--- src/rtl/matmul_tile_sequencer.sv ---
// Chains a 4x4 systolic matmul core across K tiles and owns the start/done handshake.
// Optional watchdog: define MATMUL_SEQ_TIMEOUT_EN to enable the WAIT/FLUSH timeout.
module matmul_tile_sequencer #(
    parameter int unsigned AWIDTH   = 10,
    parameter int unsigned KWIDTH   = 4,
    parameter int unsigned TO_WIDTH = 12
) (
    input  logic              clk,
    input  logic              resetn,
    input  logic              start,
    input  logic              clear_done,
    input  logic [KWIDTH-1:0] k_tiles,
    input  logic [AWIDTH-1:0] a_base,
    input  logic [AWIDTH-1:0] b_base,
    input  logic [AWIDTH-1:0] a_stride,
    input  logic [AWIDTH-1:0] b_stride,
    output logic              tile_start,
    output logic [AWIDTH-1:0] tile_addr_a,
    output logic [AWIDTH-1:0] tile_addr_b,
    output logic              tile_accumulate,
    input  logic              tile_done,
    output logic              tile_flush,
    input  logic              flush_done,
    output logic [KWIDTH-1:0] tile_idx,
    output logic              busy,
    output logic              done_mat_mul,
    output logic              seq_error
);

    typedef enum logic [2:0] {
        StIdle,
        StLaunch,
        StWait,
        StNext,
        StFlush,
        StDone
    } state_e;

    state_e            state_q, state_d;
    logic              start_q;
    logic              armed_q;
    logic              start_rise;
    logic              timeout;
    logic [KWIDTH-1:0] kt_q, kt_d;
    logic [KWIDTH-1:0] idx_q, idx_d;
    logic [AWIDTH-1:0] addr_a_q, addr_a_d;
    logic [AWIDTH-1:0] addr_b_q, addr_b_d;
    logic              acc_q, acc_d;
    logic              seq_err_q, seq_err_d;
    logic              tile_start_q, tile_flush_q, busy_q, done_q;

    // armed_q stays low until start is seen low after reset, so a level held
    // through reset cannot masquerade as a rising edge.
    assign start_rise = start & ~start_q & armed_q;

`ifdef MATMUL_SEQ_TIMEOUT_EN
    logic [TO_WIDTH-1:0] to_cnt_q;
    logic [TO_WIDTH-1:0] to_inc;
    logic                to_active;

    assign to_active = (state_q == StWait) || (state_q == StFlush);
    assign to_inc    = to_cnt_q + 1'b1;
    assign timeout   = to_active && (&to_inc);

    always_ff @(posedge clk) begin
        if (!resetn) begin
            to_cnt_q <= '0;
        end else if ((state_d == StWait || state_d == StFlush) && (state_d != state_q)) begin
            to_cnt_q <= '0;
        end else if (to_active) begin
            to_cnt_q <= to_inc;
        end
    end
`else
    assign timeout = 1'b0;
`endif

    always_comb begin
        state_d   = state_q;
        kt_d      = kt_q;
        idx_d     = idx_q;
        addr_a_d  = addr_a_q;
        addr_b_d  = addr_b_q;
        seq_err_d = seq_err_q;
        unique case (state_q)
            StIdle: begin
                if (start_rise) begin
                    state_d  = StLaunch;
                    kt_d     = (k_tiles == '0) ? KWIDTH'(1) : k_tiles;
                    idx_d    = '0;
                    addr_a_d = a_base;
                    addr_b_d = b_base;
                end
            end
            StLaunch: state_d = StWait;
            StWait: begin
                if (tile_done) begin
                    state_d = (idx_q == kt_q - 1'b1) ? StFlush : StNext;
                end else if (timeout) begin
                    state_d   = StDone;
                    seq_err_d = 1'b1;
                end
            end
            StNext: begin
                state_d  = StLaunch;
                idx_d    = idx_q + 1'b1;
                addr_a_d = addr_a_q + a_stride;
                addr_b_d = addr_b_q + b_stride;
            end
            StFlush: begin
                if (flush_done) begin
                    state_d = StDone;
                end else if (timeout) begin
                    state_d   = StDone;
                    seq_err_d = 1'b1;
                end
            end
            StDone: begin
                if (clear_done) begin
                    state_d   = StIdle;
                    seq_err_d = 1'b0;
                end
            end
            default: state_d = StIdle;
        endcase

        acc_d = acc_q;
        if (state_d == StLaunch) begin
            acc_d = (idx_d != '0);
        end
    end

    always_ff @(posedge clk) begin
        if (!resetn) begin
            state_q      <= StIdle;
            start_q      <= 1'b0;
            armed_q      <= 1'b0;
            kt_q         <= '0;
            idx_q        <= '0;
            addr_a_q     <= '0;
            addr_b_q     <= '0;
            acc_q        <= 1'b0;
            seq_err_q    <= 1'b0;
            tile_start_q <= 1'b0;
            tile_flush_q <= 1'b0;
            busy_q       <= 1'b0;
            done_q       <= 1'b0;
        end else begin
            state_q      <= state_d;
            start_q      <= start;
            armed_q      <= armed_q | ~start;
            kt_q         <= kt_d;
            idx_q        <= idx_d;
            addr_a_q     <= addr_a_d;
            addr_b_q     <= addr_b_d;
            acc_q        <= acc_d;
            seq_err_q    <= seq_err_d;
            tile_start_q <= (state_d == StLaunch);
            tile_flush_q <= (state_d == StFlush) && (state_q != StFlush);
            busy_q       <= (state_d != StIdle) && (state_d != StDone);
            done_q       <= (state_d == StDone);
        end
    end

    assign tile_start      = tile_start_q;
    assign tile_flush      = tile_flush_q;
    assign tile_accumulate = acc_q;
    assign tile_addr_a     = addr_a_q;
    assign tile_addr_b     = addr_b_q;
    assign tile_idx        = idx_q;
    assign busy            = busy_q;
    assign done_mat_mul    = done_q;
    assign seq_error       = seq_err_q;

endmodule
--- config.mk ---
export PLATFORM = sky130hd
export DESIGN_NAME = matmul_tile_sequencer
export DESIGN_NICKNAME = d
export VERILOG_FILES = /design/src/rtl/matmul_tile_sequencer.sv
export SDC_FILE = /design/constraint.sdc
export NUM_CORES = 1
export LEC_CHECK = 0
export CELL_PAD_IN_SITES_DETAIL_PLACEMENT = 0
export CELL_PAD_IN_SITES_GLOBAL_PLACEMENT = 1
export CORE_ASPECT_RATIO = 1.75
export CORE_MARGIN = 2
export CORE_UTILIZATION = 35
export CTS_CLUSTER_DIAMETER = 150
export DETAILED_ROUTE_END_ITERATION = 6
export HOLD_SLACK_MARGIN = 0.1
export PLACE_DENSITY = 0.79
export REMOVE_ABC_BUFFERS = 1
export SLEW_MARGIN = 10
export SYNTH_ARGS = -nofsm -noshare
export SYNTH_HDL_FRONTEND = slang
export SYNTH_SLANG_ARGS = --single-unit
export TNS_END_PERCENT = 10
--- constraint.sdc ---
create_clock -name clk -period 2.8 [get_ports clk]
set_clock_uncertainty 0.05 [all_clocks]
set_input_delay 0.28 -clock clk [delete_from_list [all_inputs] [get_ports clk]]
set_output_delay 0.28 -clock clk [all_outputs]
set_load 0.05 [all_outputs]
== After elaboration in Yosys (flattened, before gate mapping) ==
Cells that the tools add are included.
Storage, ports and cells
  flip-flop bits (word level): 38
  input bits: 50
Cells by class
  add/subtract/negate cells: 4
  equal/unequal tests: 12
  muxes and demuxes: 13
  bitwise operators: 5
  reductions and logical operators: 9
Operators by type and width (number)
  case mux 10 bit (2 select lines): 2
  adder 10 bit: 2
  2-to-1 mux 10 bit: 2
  case mux 3 bit (6 select lines): 1
  2-to-1 mux 3 bit: 5
  equality test 3 bit (second input constant): 4
  2-to-1 mux 4 bit: 2
  case mux 4 bit (2 select lines): 1
  equality test 3 x 1 -> 1 bit (second input constant): 2
  equality test 3 x 2 -> 1 bit (second input constant): 2
  inequality test 3 bit (second input constant): 2
  adder 4 x 1 -> 4 bit (second input constant): 1
  equality test 4 bit: 1
  logical NOT 4 bit: 1
  AND reduction 2 bit: 2
  nonzero test 4 bit: 1
  subtractor 4 x 1 -> 4 bit (second input constant): 1
  logical NOT 3 bit: 1
  nonzero test 3 bit: 1
  bitwise AND 1 bit: 2
  logical AND 1 bit: 2
  inequality test 2 bit (second input constant): 1
  inverter 1 bit: 2
  nonzero test 2 bit: 1
  bitwise OR 1 bit: 1

== Depth between registers and ports, before layout ==
  word-level depth: 7
  depth in mapped cells: 8

== Least setup slack after synthesis ==
Ideal clock, no wire load.
  kind: flip-flop to flip-flop
  from: register addr_a_q[0], in the netlist tile_addr_a[0]
  to: register addr_a_q[6], in the netlist tile_addr_a[6]
  library setup time: 134 ps
  arrival time: 2219 ps
  required time: 2616 ps
  slack: 397 ps
  cell stages (with the launch flop): 9
  clock period less this slack: 2403 ps
  cell sequence: dfxtp_1 ha_1 inv_1 fa_1 nand2b_1 a21oi_1 mux2_2 a21oi_1 a211oi_1
On the way
  word-level cells in the longest chain between the ends: 2
Ends and longest elaborated chain
  start, declared: RTL line 46  | logic [AWIDTH-1:0] addr_a_q, addr_a_d;
  start signal, assigned: RTL line 154  | addr_a_q <= addr_a_d;
  adder 10 bit: RTL line 107  | addr_a_d = addr_a_q + a_stride;
  case mux 10 bit (2 select lines): RTL line 85  | unique case (state_q)
Every way passes these cells.
A chain may end at the register's enable or synchronous reset.

== Worst setup path in the final report ==
  from: input port b_stride[0]
  to: register addr_b_q[8], in the netlist tile_addr_b[8]
On the way
  word-level cells in the longest chain between the ends: 2
Ends and longest elaborated chain
  start, declared: RTL line 16  | input logic [AWIDTH-1:0] b_stride,
  adder 10 bit: RTL line 108  | addr_b_d = addr_b_q + b_stride;
  case mux 10 bit (2 select lines): RTL line 85
  end signal, assigned: RTL line 155  | addr_b_q <= addr_b_d;
  end, declared: RTL line 47  | logic [AWIDTH-1:0] addr_b_q, addr_b_d;
Every way passes these cells.

==> run metrics <==
status complete, no violations; TritonCTS buffer count 5; Fin. Hold Viols 0; Register Area 761 µm²; hold buffer count at cts 0; Min-Delay Endpoint armed_q$_SDFF_PN0_; hold_sp armed_q$_SDFF_PN0_; H-Tree Depth 2; Main synth FF type dfxtp_1; netlist area before placement 2690 µm²; CP Class in -> reg; Hold Path Depth 2; R2R depth 8; clk sink count 38; top cells by area, synth dfxtp_1 28%, ha_1 9.3%, a21oi_1 4.8%; grt ovf 0; CP required 2.91 ns; Max rail drop VDD 0.000340 V; I/O Pins 80; overall routing resource usage 18.0%; DIE AREA 8430 µm²; WL/cell 15.0 µm; fill cell count 775; Post-synth EDFFs 0; Syn Area/Cell 8.23 µm²; initial core utilization 35.8%; Synth Instances 327; #FFs+latches synth 38; starting DRC count in detailed routing 83; area share of the largest cell type after synthesis 28.3%; DRC Markers 0; CTS tree yes; CP arrival 2.42 ns; Synth area leader dfxtp_1; initial antenna violation count 0; Hold/Removal Path Class reg -> reg; Worst R2R End tile_addr_b[8]$_SDFFE_PN0P_; Least-Margin Pin Slew 0.557 ns; RSZ-0062 raised after global routing false; width of the die 70.3 µm; HPWL after DPL 5590 µm; max-cap violation count 0; vias 2655; Clock Pin Slew Worst Setup and Hold Paths 0.06 ns; post-DR vias/cell 5.42; Antenna diodes 0; Max-slew headroom 62.7%; final slew viol count 0; setup bufs post-CTS 0; Synth async-reset ratio 0%; PwrDens 479 nW/µm²; Final nets 473; CP Max Fanout 4; final WL 7360 µm; layout cells sized above 1 6.22%; vias in the first global route 2617; clock buffer depth 2; final setup TNS 0 ns; sequential area share after synthesis 28.3%; post-route insts no fill 490; Final Cycle Share 82.6%; PortBufs 78; die height 120 µm; Reg2Reg Setup Slack 0.58 ns; first-pass GRT wire length 12400 µm; Clock Latency Late Sink 0.28 ns; crit path launch type input port; DRT Pass-1 Iters 4; area of the multi-input gates 1730 µm²; worst r2r src tile_addr_b[0]$_SDFFE_PN0P_; dpl cells 482; GPL Wtd Cong 0.849; Core ar. 7510 µm²; Area Overhead vs Synth 37.3%; Netlist cell types 53; CTS Root Cell clkbuf_16; Detail Route Antenna Nets 0; nature of the critical path endpoint flop; post-cts repair resize count 0; FMAX 0.432 GHz; yosys warns 0; post-route minimum period 2.31 ns; leak pwr 1.42 nW; row count 42; endpoints failing setup 0; largest net degree at the start of global routing 19
-- metal layers --
metal / up-vias / part of all wire [%] / GRT usage (%)
met2: 53 / 51 / 32.2
met3: 9 / 3.6 / 2.85
li1: 1349 / - / -
met4: 0 / 2.4 / 7.21
met5: - / 0 / 0
met1: 1244 / 43 / 20.9
-- Yosys cell counts, types with 4 or more instances --
| cell type | n |
|---|---|
| nand2_1 | 32 |
| o221ai_1 | 5 |
| a21o_1 | 5 |
| buf_4 | 4 |
| xor2_1 | 5 |
| o21ai_0 | 17 |
| or3_1 | 5 |
| ha_1 | 20 |
| nand3_1 | 8 |
| mux2i_1 | 10 |
| nor3_1 | 12 |
| nor4_1 | 4 |
| a211oi_1 | 8 |
| nand3b_1 | 5 |
| xnor2_1 | 7 |
| a21oi_1 | 26 |
| inv_1 | 13 |
| nand2b_1 | 5 |
| nor2_1 | 27 |
| clkbuf_1 | 7 |
| a311oi_1 | 6 |
| dfxtp_1 | 38 |
| and2_1 | 5 |
-- registers in the layout (all words and copies together), names as in the netlist --
name	cells
kt_q	4
done_mat_mul	1
tile_flush	1
tile_start	1
start_q	1
armed_q	1
busy	1
tile_accumulate	1
tile_addr_b	10
tile_addr_a	10
tile_idx	4
state_q	3
-- stage by stage --
step / hold slack (ns) / setup slack, ns / area, µm² / power, mW / util, %
after floorplan: 0.322 / 0.348 / 2540 / 0.844 / -
after global placement: 0.399 / 0.278 / 3490 / 1.01 / 46.5
after detailed placement: 0.405 / 0.190 / 3490 / 1.01 / 46.5
after CTS: 0.415 / 0.490 / 3690 / 1.78 / 49.1
after global routing: 0.445 / 0.375 / 3690 / 1.85 / 49.1
final: 0.414 / 0.486 / 3690 / 1.77 / 49.1
-- layout by cell type, fill, tap and decap left out, drive strengths merged, types with 6 or more instances in the layout --
cell           netlist  routed
clkdlybuf4s50        0      78
dfxtp               38      38
nand2               32      32
nor2                29      29
a21oi               26      26
ha                  20      20
o21ai               17      17
inv                 13      13
nor3                13      13
mux2i               10      10
a211oi               9       9
nand3                8       8
buf                 10       8
xnor2                7       7
a311oi               6       6
clkbuf               9       6
-- cell type report --
class	instances	area share (%)
sequential	38	20.6
timing repair buffer	86	22.8
clock buffer	6	3.76
clock inverter	2	1.63
tap	88	2.98
multi-input combinational	257	46.9
inverter	13	1.32
-- report_power, final --
part           leakage, nW  internal (mW)  total (mW)  switching [mW]
clock network       0.0971          0.535       0.768           0.233
logic                 1.01          0.188       0.411           0.223
registers            0.309          0.566       0.588          0.0219
-- worst max-delay path: stages --
cell and delay [ns]:
clkdlybuf4s50_1 0.46, ha_1 0.21, inv_1 0.07, fa_1 0.40
nand2b_1 0.18, a21oi_1 0.29, o221ai_1 0.23, mux2i_1 0.19
o211ai_1 0.12
-- worst max-delay path by stage --
stage	start	end	slack (ns)	depth (start not counted)
floorplan	tile_addr_a[0]$_SDFFE_PN0P_	tile_addr_a[6]$_SDFFE_PN0P_	0.35	8
global placement	b_stride[0]	tile_addr_b[8]$_SDFFE_PN0P_	0.28	9
detailed placement	b_stride[0]	tile_addr_b[8]$_SDFFE_PN0P_	0.19	9
CTS	b_stride[0]	tile_addr_b[8]$_SDFFE_PN0P_	0.49	9
global route	b_stride[0]	tile_addr_b[8]$_SDFFE_PN0P_	0.37	9
finish	b_stride[0]	tile_addr_b[8]$_SDFFE_PN0P_	0.49	9
-- logic make-up (layout without fill, tap and decap cells) --
kind of cell             Yosys count  in the layout  share of synthesized area, %
AO/OA/AOI/OAI                     85             85                          21.1
flip-flops                        38             38                          28.3
other                              1              1                         0.139
multiplexers                      13             13                          4.98
XOR/XNOR                          12             12                          3.91
buffers and inverters             32            107                          7.30
adder cells (fa/ha/maj)           22             22                          10.8
AND/OR/NAND/NOR                  124            124                          23.5
No activity file was read; power rests on OpenSTA's default activity.
